===== src/rtl/syscall_sequencer.sv =====
// Syscall sequencer: reads $v0/$a0 over regfile port A, then halts, displays-and-pauses or waits for resume.
// Latency: stall asserts at trigger and drops in RELEASE (T+4+P for display); PC is held by stall, no other backpressure.
module syscall_sequencer #(
    parameter int CNT_W = 16,
    parameter int SC_W  = 16
) (
    input  logic             clk,
    input  logic             rst_n,
    input  logic             syscall_en,
    input  logic             resume,
    input  logic [CNT_W-1:0] pause_cycles,
    input  logic [31:0]      rf_data_a,
    output logic             rf_sel,
    output logic [4:0]       rf_req_a,
    output logic             stall,
    output logic             halted,
    output logic [31:0]      disp_data,
    output logic             disp_valid,
    output logic             err_unknown,
    output logic [SC_W-1:0]  sys_count
);

    typedef enum logic [2:0] {
        S_IDLE, S_RD_V0, S_RD_A0, S_EXEC, S_PAUSE, S_WAIT, S_HALT, S_RELEASE
    } state_t;

    state_t           state_q;
    logic [31:0]      v0_q;
    logic [31:0]      a0_q;
    logic [CNT_W-1:0] cnt_q;
    logic             rf_sel_q;
    logic [4:0]       rf_req_q;
    logic             busy_q;
    logic             halted_q;
    logic [31:0]      disp_data_q;
    logic             disp_valid_q;
    logic             err_q;
    logic [SC_W-1:0]  sys_cnt_q;

    // Outputs are registered against the destination state so they line up with it.
    always_ff @(posedge clk or negedge rst_n) begin
        if (!rst_n) begin
            state_q      <= S_IDLE;
            v0_q         <= '0;
            a0_q         <= '0;
            cnt_q        <= '0;
            rf_sel_q     <= 1'b0;
            rf_req_q     <= '0;
            busy_q       <= 1'b0;
            halted_q     <= 1'b0;
            disp_data_q  <= '0;
            disp_valid_q <= 1'b0;
            err_q        <= 1'b0;
            sys_cnt_q    <= '0;
        end else begin
            disp_valid_q <= 1'b0;
            case (state_q)
                S_IDLE: begin
                    if (syscall_en) begin
                        state_q  <= S_RD_V0;
                        rf_sel_q <= 1'b1;
                        rf_req_q <= 5'd2;
                        busy_q   <= 1'b1;
                    end
                end
                S_RD_V0: begin
                    v0_q     <= rf_data_a;
                    rf_req_q <= 5'd4;
                    state_q  <= S_RD_A0;
                end
                S_RD_A0: begin
                    a0_q     <= rf_data_a;
                    rf_sel_q <= 1'b0;
                    rf_req_q <= '0;
                    state_q  <= S_EXEC;
                end
                S_EXEC: begin
                    if (v0_q == 32'd10) begin
                        state_q  <= S_HALT;
                        halted_q <= 1'b1;
                    end else if (v0_q == 32'd1 || v0_q == 32'd34) begin
                        disp_data_q  <= a0_q;
                        disp_valid_q <= 1'b1;
                        cnt_q        <= pause_cycles;
                        if (pause_cycles != '0) begin
                            state_q <= S_PAUSE;
                        end else begin
                            state_q <= S_RELEASE;
                            busy_q  <= 1'b0;
                        end
                    end else if (v0_q == 32'd50) begin
                        state_q <= S_WAIT;
                    end else begin
                        err_q   <= 1'b1;
                        state_q <= S_RELEASE;
                        busy_q  <= 1'b0;
                    end
                end
                S_PAUSE: begin
                    cnt_q <= cnt_q - CNT_W'(1);
                    if (cnt_q == CNT_W'(1)) begin
                        state_q <= S_RELEASE;
                        busy_q  <= 1'b0;
                    end
                end
                S_WAIT: begin
                    if (resume) begin
                        state_q <= S_RELEASE;
                        busy_q  <= 1'b0;
                    end
                end
                S_HALT: begin
                    state_q <= S_HALT;
                end
                S_RELEASE: begin
                    // The retiring syscall is still on syscall_en here, so it must not retrigger.
                    sys_cnt_q <= sys_cnt_q + SC_W'(1);
                    state_q   <= S_IDLE;
                end
                default: begin
                    state_q <= S_IDLE;
                    busy_q  <= 1'b0;
                end
            endcase
        end
    end

    assign stall       = busy_q | ((state_q == S_IDLE) & syscall_en);
    assign rf_sel      = rf_sel_q;
    assign rf_req_a    = rf_req_q;
    assign halted      = halted_q;
    assign disp_data   = disp_data_q;
    assign disp_valid  = disp_valid_q;
    assign err_unknown = err_q;
    assign sys_count   = sys_cnt_q;

endmodule

===== config.mk =====
export PLATFORM = sky130hd
export DESIGN_NAME = syscall_sequencer
export DESIGN_NICKNAME = d
export VERILOG_FILES = /design/src/rtl/syscall_sequencer.sv
export SDC_FILE = /design/constraint.sdc
export NUM_CORES = 1
export LEC_CHECK = 0
export ABC_AREA = 1
export CORE_UTILIZATION = 30
export DETAILED_ROUTE_END_ITERATION = 10
export PLACE_DENSITY = 0.6
export SLEW_MARGIN = 30
export SYNTH_ARGS = -nofsm -noshare
export SYNTH_HDL_FRONTEND = slang
export SYNTH_SLANG_ARGS = --single-unit

===== constraint.sdc =====
create_clock -name clk -period 1.63 [get_ports clk]
set_clock_uncertainty 0.1 [all_clocks]
set_input_delay 0.4075 -clock clk [delete_from_list [all_inputs] [get_ports clk]]
set_output_delay 0.4075 -clock clk [all_outputs]
set_load 0.1 [all_outputs]

# ---- Word-level counts from Yosys, hierarchy flattened
# Cells that the tools add are included.
dict set report totals {
  ram_bits 0
  mem_count 0
  mem_bits_ro 0
  reg_bits 141
  latch_bits 0
}
dict set report op_classes {
  n_eq_ne 19
  add_sub_neg 2
  shifts 0
  muxes 25
  n_reduce_logical 15
  magnitude_cmp 0
  bitwise_logic 5
  n_mul 0
  div_mod_pow 0
}
# cell n
set ops {}
lappend ops {{32-bit by 6-bit equality test with 1-bit output, second input constant} 2}
lappend ops {{32-bit by 1-bit equality test with 1-bit output, second input constant} 1}
lappend ops {{32-bit by 4-bit equality test with 1-bit output, second input constant} 1}
lappend ops {{16-bit two-way mux} 2}
lappend ops {{16-bit case mux with 2 select lines} 1}
lappend ops {{3-bit case mux with 8 select lines} 1}
lappend ops {{16-bit by 1-bit adder with 16-bit output, second input constant} 1}
lappend ops {{16-bit by 1-bit equality test with 1-bit output, second input constant} 1}
lappend ops {{16-bit nonzero test} 1}
lappend ops {{16-bit by 1-bit subtractor with 16-bit output, second input constant} 1}
lappend ops {{3-bit two-way mux} 5}
lappend ops {{5-bit case mux with 3 select lines} 1}
lappend ops {{3-bit equality test, second input constant} 4}
lappend ops {{1-bit two-way mux} 10}
lappend ops {{2-bit != test, second input constant} 5}
lappend ops {{3-bit AND reduction} 3}
lappend ops {{7-bit AND reduction} 1}
lappend ops {{3-bit by 2-bit equality test with 1-bit output, second input constant} 2}
lappend ops {{3-bit != test, second input constant} 2}
lappend ops {{2-bit AND reduction} 3}
lappend ops {{5-bit two-way mux} 1}
lappend ops {{2-bit two-way mux} 2}
lappend ops {{1-bit case mux with 4 select lines} 1}
lappend ops {{4-bit AND reduction} 1}
lappend ops {{10 further kinds} 13}

# ---- Logic depth before layout (Yosys ltp)
# Gate-level depths: netlist of the first run.
dict set report depth {
  depth_word 5
  ltp_mapped 13
}

# ---- Worst setup path before layout of the first run
# Ideal clock, no wire load.
dict set report synth_timing {
  path_kind {register to register}
  startpoint {register sys_cnt_q[2] (netlist: sys_count[2])}
  endpoint {register sys_cnt_q[13] (netlist: sys_count[13])}
  t_arrival_ns 2.030
  stages_incl_launch_ff 9
  required_ns 1.373
  path_slack_ns -0.656
  setup_ns 0.157
  cell_sequence {dfrtp_1 -> nand3_1 -> nor2_4 -> nand3_2 -> nor2_4 -> nand2_2 -> nor2_4 -> nand2_2 -> xnor2_2}
}
dict set report synth_between {
  elab_chain_cells 1
}
# item line_no
set synth_rtl {}
lappend synth_rtl {{from (decl)} 38} ;# logic [SC_W-1:0] sys_cnt_q;
lappend synth_rtl {{from (signal assigned)} 117} ;# sys_cnt_q <= sys_cnt_q + SC_W'(1);
lappend synth_rtl {{16-bit by 1-bit adder with 16-bit output} 117}
# No other way between the ends.
# A chain may end at the register's enable or synchronous reset.

# ---- Final worst setup path of the first run
dict set report layout_timing {
  startpoint {register state_q[0]}
  endpoint {output port stall}
}
dict set report layout_between {
  elab_chain_cells 3
}
# item line_no
set layout_rtl {}
lappend layout_rtl {{from (decl)} 27} ;# state_t state_q;
lappend layout_rtl {{from (signal assigned)} 43} ;# state_q <= S_IDLE;
lappend layout_rtl {{from (signal assigned)} 60} ;# state_q <= S_RD_V0;
lappend layout_rtl {{from (signal assigned)} 69} ;# state_q <= S_RD_A0;
lappend layout_rtl {{3-bit logical NOT} 128} ;# assign stall = busy_q | ((state_q == S_IDLE) & syscall_en);
lappend layout_rtl {{1-bit AND} 128}
lappend layout_rtl {{1-bit OR} 128}
lappend layout_rtl {{to (decl)} 15} ;# output logic stall,
# No other way between the ends.

==> results of run 1 <==
[worst paths after layout]
| path | startpoint | endpoint | depth (start not counted) |
|---|---|---|---|
| max | state_q[0] | stall | 6 |
| max reg2reg | v0_q[11] | cnt_q[15] | 11 |
| min | rst_n | disp_data[1] | 2 |
| max in group asynchronous | rst_n | sys_count[13] | 3 |
| min in group clk | a0_q[4] | disp_data[4] | 2 |
| min reg2reg | a0_q[4] | disp_data[4] | 2 |
[metal layers]
metal  global-route usage, %  routed length (um)  up-vias
met5                       0                   0        -
met3                    4.20                 775       28
li1                        -                   -     2729
met2                    27.2                8310      138
met4                    5.58                 285        0
met1                    21.3                7650     2556
[critical path: stages, from the launching register on]
cell	delay, ps
dfrtp_1	420
nor2_2	160
inv_2	70
nor2_4	130
nand2_4	80
nand2_8	60
buf_12	160
[cells in the final DEF, fill, tap and decap left out, types with 7 or more instances in the layout]
master,netlist,routed
a21oi_1,13,8
buf_12,0,66
buf_4,4,85
buf_6,5,22
clkbuf_16,0,17
clkdlybuf4s50_1,0,50
dfrtp_1,138,119
dfrtp_2,0,15
inv_1,64,61
nand2_1,244,153
nand2_2,5,72
nand2_4,1,23
nand3_1,18,11
nor2_1,59,52
nor2_4,7,9
o21ai_0,85,65
o21ai_1,6,18
o21ai_2,0,7
xnor2_1,8,7
xor2_1,8,7
[layout make-up]
type / count / share of cell area, %
Sequential cell: 138 / 33.3
Multi-Input combinational cell: 493 / 28.0
Timing Repair Buffer: 230 / 27.3
Clock buffer: 17 / 4.06
Tap cell: 270 / 3.23
Inverter: 68 / 2.62
Clock inverter: 15 / 1.41
Timing Repair inverter: 1 / 0.0717
[registers in the layout (all words and copies together), names as in the netlist]
signal       flops
halted           1
busy_q           1
rf_req_a         2
sys_count       16
rf_sel           1
a0_q            32
v0_q            32
err_unknown      1
cnt_q           16
disp_data       32
state_q          3
disp_valid       1
[stage by stage]
stage                     TNS (ps)  power, mW  hold slack (ps)  instances  setup slack, ps
after floorplan               -350       8.55             11.9        727             -133
after global placement       -5420       10.9              221       1167             -214
after detailed placement     -6580       11.0              222       1167             -240
after CTS                    -9330       15.2              352       1221             -398
after global routing        -17690       16.8              370       1232             -456
final                        -9610       15.7              348       1232             -389
[where the power goes]
part,switching (mW),internal [mW]
sequential,0.921,4.60
clock,1.73,2.04
combinational,3.53,2.93
total,6.18,9.57
[kinds of logic (layout without fill, tap and decap cells)]
kind of cell | count (synthesis) | in the layout | synth area share, %
fa+ha+maj | 3 | 3 | 0.606
compound gates | 111 | 111 | 9.25
flops | 138 | 138 | 55.8
other cells | 1 | 3 | 0.0606
mux | 4 | 4 | 0.727
simple gates | 354 | 354 | 24.0
xor+xnor | 18 | 18 | 2.79
buf+inv | 96 | 331 | 6.83
[timing repair]
| item | CTS | global route |
|---|---|---|
| pin swaps | 19 | 47 |
| hold endpoints to repair | 27 | 0 |
| setup buffers | 14 | 14 |
| setup endpoints to repair | 56 | 69 |
| resized for setup | 109 | 130 |
| gates cloned | 7 | 0 |
| hold buffers | 1 | 0 |
==> impl_metrics.csv, run 1 <==
group,metric,value,unit
synth,synth_area,0.00619,mm^2
synth,synth_edf_count,0,
route,finalWirelength,17000,um
route,route.vias.total,5451,
cts,numClockSinks,138,
timing,maxSlewViolCount,0,
placement,hpwl,11000,um
grt,grt_use_total,16.6,%
cells_and_area,nets,1004,
cells_and_area,fill_cells,1820,
worst_setup_path,worst-path-max-fanout,2,
placement,gp_congestion,0.846,
timing,fmax,495,MHz
timing,layout_setup_ws,-389,ps
route,drc,0,
die,initial_core_util,30.6,%
die,fp-row-count,52,
run_status,failed_checks,"negative setup slack",
pwr,vdd_drop_max,0.000714,V
synth,yosysTopAreaCell,"dfrtp_1",
grt,antenna_found_initial,0,
pwr,leakage,5.00,nW
synth,yosysSeqAreaShare,55.8,%
worst_setup_path,r2r_slack,-230,ps
worst_setup_path,critPathKind,"register to output port",
worst_setup_path,crit_arrival,1510,ps
die,boundaryPins,110,
flow_run,cap_violations,0,
cells_and_area,post-route-util,51.8,%
timing,rsz0062_at_grt,"yes",
grt,grt_max_degree,42,
synth,synthFlopType,"dfrtp_1",
cells_and_area,multiInputGateArea,0.00294,mm^2
timing,fin_crit_sh,124,%
grt,grt_pass1_wl,27700,um
synth,synth_cell_types,36,
worst_setup_path,end_kind,"output port",
route,dr.pass1.iters,4,
timing,hold_violations,0,
die,die_w,146,um
synth,avgSynthCellArea,8.54,um^2
route,ant_nets,0,
grt,first_global_vias,5494,
run_status,status,"complete, but fails checks",
cells_and_area,layout-drive-gt1-share,41.0,%
route,drt_iter0_markers,299,
placement,io_buffers,106,
worst_hold_path,min_path_type,"input pin to asynchronous set/reset pin",
cts,clkTransAtPathRegs,60,ps
worst_setup_path,startpoint_type,"register",
synth,synth_cells,725,
synth,synth_commonest_cells,"nand2_1, dfrtp_1, o21ai_0, inv_1, nor2_1",
cells_and_area,area_growth_syn_to_layout,69.2,%
synth,ys_ff_latch,138,
synth,synth_most_common_cell,"nand2_1",
route,vias_per_cell,4.42,
cells_and_area,diodes,0,
cells_and_area,register_area,0.00349,mm^2
pwr,power_density,1500,mW/mm^2
placement,dpl_cell_area,0.00882,mm^2
synth,yosys-top-cells-area,"dfrtp_1, nand2_1, o21ai_0",
grt,overflow,0,
synth,yosysWarnings,0,
cts,cts_made_buffers,17,
timing,fin_crit,2020,ps
worst_setup_path,cp_data_required_time,1120,ps
synth,synth_top_area_share,55.8,%
cells_and_area,postLayoutCellArea,0.0105,mm^2
cts,clk_latency,430,ps
route,wl_per_cell,13.8,um
synth,async_reset_ff_share,100,%
die,die_h,146,um
cts,root_buffer,"clkbuf_16",
die,fp.dieArea,0.0212,mm^2
cts,ctsHtreeMaxLevel,4,
die,fp.coreArea,0.0202,mm^2
timing,finalSetupViolations,63,
cts,cts_tree,"done",
cts,clk_path_buf_depth,2,
No activity file was read; power rests on OpenSTA's default activity.
==> run 2: changes to the inputs <==
--- a/config.mk
+++ b/config.mk
@@ -9,7 +9,6 @@
 export CORE_UTILIZATION = 30
 export DETAILED_ROUTE_END_ITERATION = 10
 export PLACE_DENSITY = 0.6
-export SLEW_MARGIN = 30
 export SYNTH_ARGS = -nofsm -noshare
 export SYNTH_HDL_FRONTEND = slang
 export SYNTH_SLANG_ARGS = --single-unit
==> results of run 2 <==
Same layout as run 1: the final DEF is identical, and so are final timing and power.
==> run 3: changes to the inputs <==
--- a/config.mk
+++ b/config.mk
@@ -9,6 +9,7 @@
 export CORE_UTILIZATION = 30
 export DETAILED_ROUTE_END_ITERATION = 10
 export PLACE_DENSITY = 0.6
+export SETUP_SLACK_MARGIN = 0.4
 export SYNTH_ARGS = -nofsm -noshare
 export SYNTH_HDL_FRONTEND = slang
 export SYNTH_SLANG_ARGS = --single-unit
==> impl_metrics.csv, run 3 (same netlist as run 1, synthesis figures left out) <==
group,metric,value,unit
cells_and_area,fill_cells,1638,
cts,clkTransAtPathRegs,60,ps
worst_setup_path,critPathMaxStageDelay,430,ps
die,fp-row-count,52,
route,ant_nets,0,
pwr,total_power,18.6,mW
timing,layout_setup_ws,-346,ps
pwr,internal_power,11.5,mW
cells_and_area,diodes,0,
route,vias_per_cell,4.52,
die,boundaryPins,110,
cells_and_area,final_cell_mix,"nand2_1, buf_4, buf_12",
die,die_w,146,um
grt,overflow,0,
route,finalWirelength,19900,um
timing,finalSetupViolations,118,
route,wl_per_cell,15.3,um
cells_and_area,nets,1073,
pwr,p_sw,7.12,mW
flow_run,cap_violations,0,
worst_setup_path,crit_start,"state_q[0]",
pwr,vdd_drop_max,0.000819,V
run_status,failed_checks,"negative setup slack",
cells_and_area,multiInputGateArea,0.00330,mm^2
cts,numClockSinks,138,
timing,maxSlewViolCount,0,
die,fp.dieArea,0.0212,mm^2
worst_setup_path,cp_slowest_cell,"dfrtp_2",
worst_setup_path,critPathKind,"register to output port",
cells_and_area,final_common_cell,"nand2_1",
placement,gp_congestion,0.859,
worst_hold_path,min_from,"a0_q[17]",
cts,ctsHtreeMaxLevel,4,
worst_setup_path,crit_arrival,1470,ps
run_status,status,"complete, but fails checks",
cts,cts_made_buffers,17,
timing,hold_violations,0,
grt,grt_max_degree,66,
route,drc,0,
grt,first_global_vias,6084,
cells_and_area,postLayoutCellArea,0.0121,mm^2
grt,antenna_found_initial,0,
pwr,power_density,1540,mW/mm^2
timing,fin_crit,1980,ps
timing,rsz0062_at_grt,"yes",
worst_setup_path,cpMostUsedCell,"nor2_4",
grt,grt_use_total,19.0,%
placement,hpwl,10800,um
pwr,p_clk_share,21.7,%
cells_and_area,register_area,0.00353,mm^2
worst_setup_path,end_kind,"output port",
worst_setup_path,cp_cell_sequence,"nor2_4 > inv_2 > nor2_4 > nand2_4 > nand2_8 > buf_12",
pwr,p_sw_share,38.2,%
worst_setup_path,startpoint_type,"register",
worst_setup_path,cp_data_required_time,1120,ps
worst_hold_path,min_path_type,"register to register",
route,route.vias.total,5878,
pwr,combPwrFrac,47.9,%
grt,grt_pass1_wl,31300,um
route,drt_iter0_markers,197,
cts,clk_path_buf_depth,2,
cts,root_buffer,"clkbuf_16",
timing,fmax,506,MHz
timing,fin_crit_sh,121,%
die,die_h,146,um
placement,io_buffers,106,
cells_and_area,layout-drive-gt1-share,55.9,%
worst_setup_path,r2r_start,"v0_q[19]",
cells_and_area,area_growth_syn_to_layout,95.5,%
die,initial_core_util,30.6,%
route,dr.pass1.iters,4,
placement,dpl_cell_area,0.00886,mm^2
cts,cts_tree,"done",
cts,clk_latency,430,ps
die,fp.coreArea,0.0202,mm^2
worst_setup_path,worst-path-max-fanout,2,
pwr,leakage,5.62,nW
pwr,pwr-share-seq,30.4,%
-- run 3: changes by cell type in the layout (fill, tap and decap cells not counted), sizes merged --
cell	delta
clkbuf	+5
clkinv	+1
buf	+66
bufinv	+3
inv	-6
-- run 3: repair_timing --
action,in CTS,in global routing
pin swaps,38,25
hold buffers,1,0
hold endpoints to repair,138,0
endpoints found under the setup margin,189,193
gates resized for setup,186,163
setup buffers,70,24
cloned,23,3
-- run 3: through the flow --
step,worst slack [ps],hold WS (ps),TNS (ps),std cells,util (%)
after floorplan,-118,11.9,-431,727,-
after global placement,-270,299,-6930,1148,43.8
after detailed placement,-304,295,-6360,1148,43.8
after CTS,-386,369,-9960,1274,55.6
after global routing,-404,404,-28020,1301,59.8
final,-346,376,-18410,1301,59.8
-- run 3: worst paths after layout --
kind	endpoint	slack, ps	cells after the start
hold / removal	disp_data[17]	380	2
hold reg to reg	disp_data[17]	380	2
min in group asynchronous	cnt_q[4]	420	3
setup / recovery	stall	-350	6
setup reg to reg	cnt_q[12]	-270	10
max in group asynchronous	disp_data[16]	630	3
-- run 3: layout make-up --
class	count	area share [%]
repair buffers	299	33.2
flip-flops and latches	138	29.2
multi-input cells	493	27.2
clock buffers	19	3.66
well taps	270	2.79
inverters	68	2.42
clock inverters	13	1.39
repair inverters	1	0.0930
-- run 3: worst max-delay path, delay by kind of cell (launching register included) --
family,cells,cell delay (ps)
simple gates,4,400
flops,1,430
buf+inv,2,220
-- run 3: power by group through the flow --
stage | logic [mW] | registers (mW) | clock network [mW]
2_1_floorplan | 2.98 | 5.98 | 0
3_3_place_gp | 5.48 | 5.47 | 0
3_5_place_dp | 5.56 | 5.48 | 0
4_1_cts | 7.78 | 5.45 | 4.10
5_1_grt | 9.56 | 5.80 | 4.28
6_report | 8.91 | 5.67 | 4.05
-- run 3: per-layer routing --
| layer | GRT usage [%] | vias up | share of wire (%) |
|---|---|---|---|
| li1 | - | 2888 | - |
| met1 | 23.5 | 2842 | 42 |
| met2 | 33.3 | 118 | 53 |
| met3 | 3.86 | 30 | 3.5 |
| met4 | 5.42 | 0 | 1.6 |
| met5 | 0 | - | 0 |
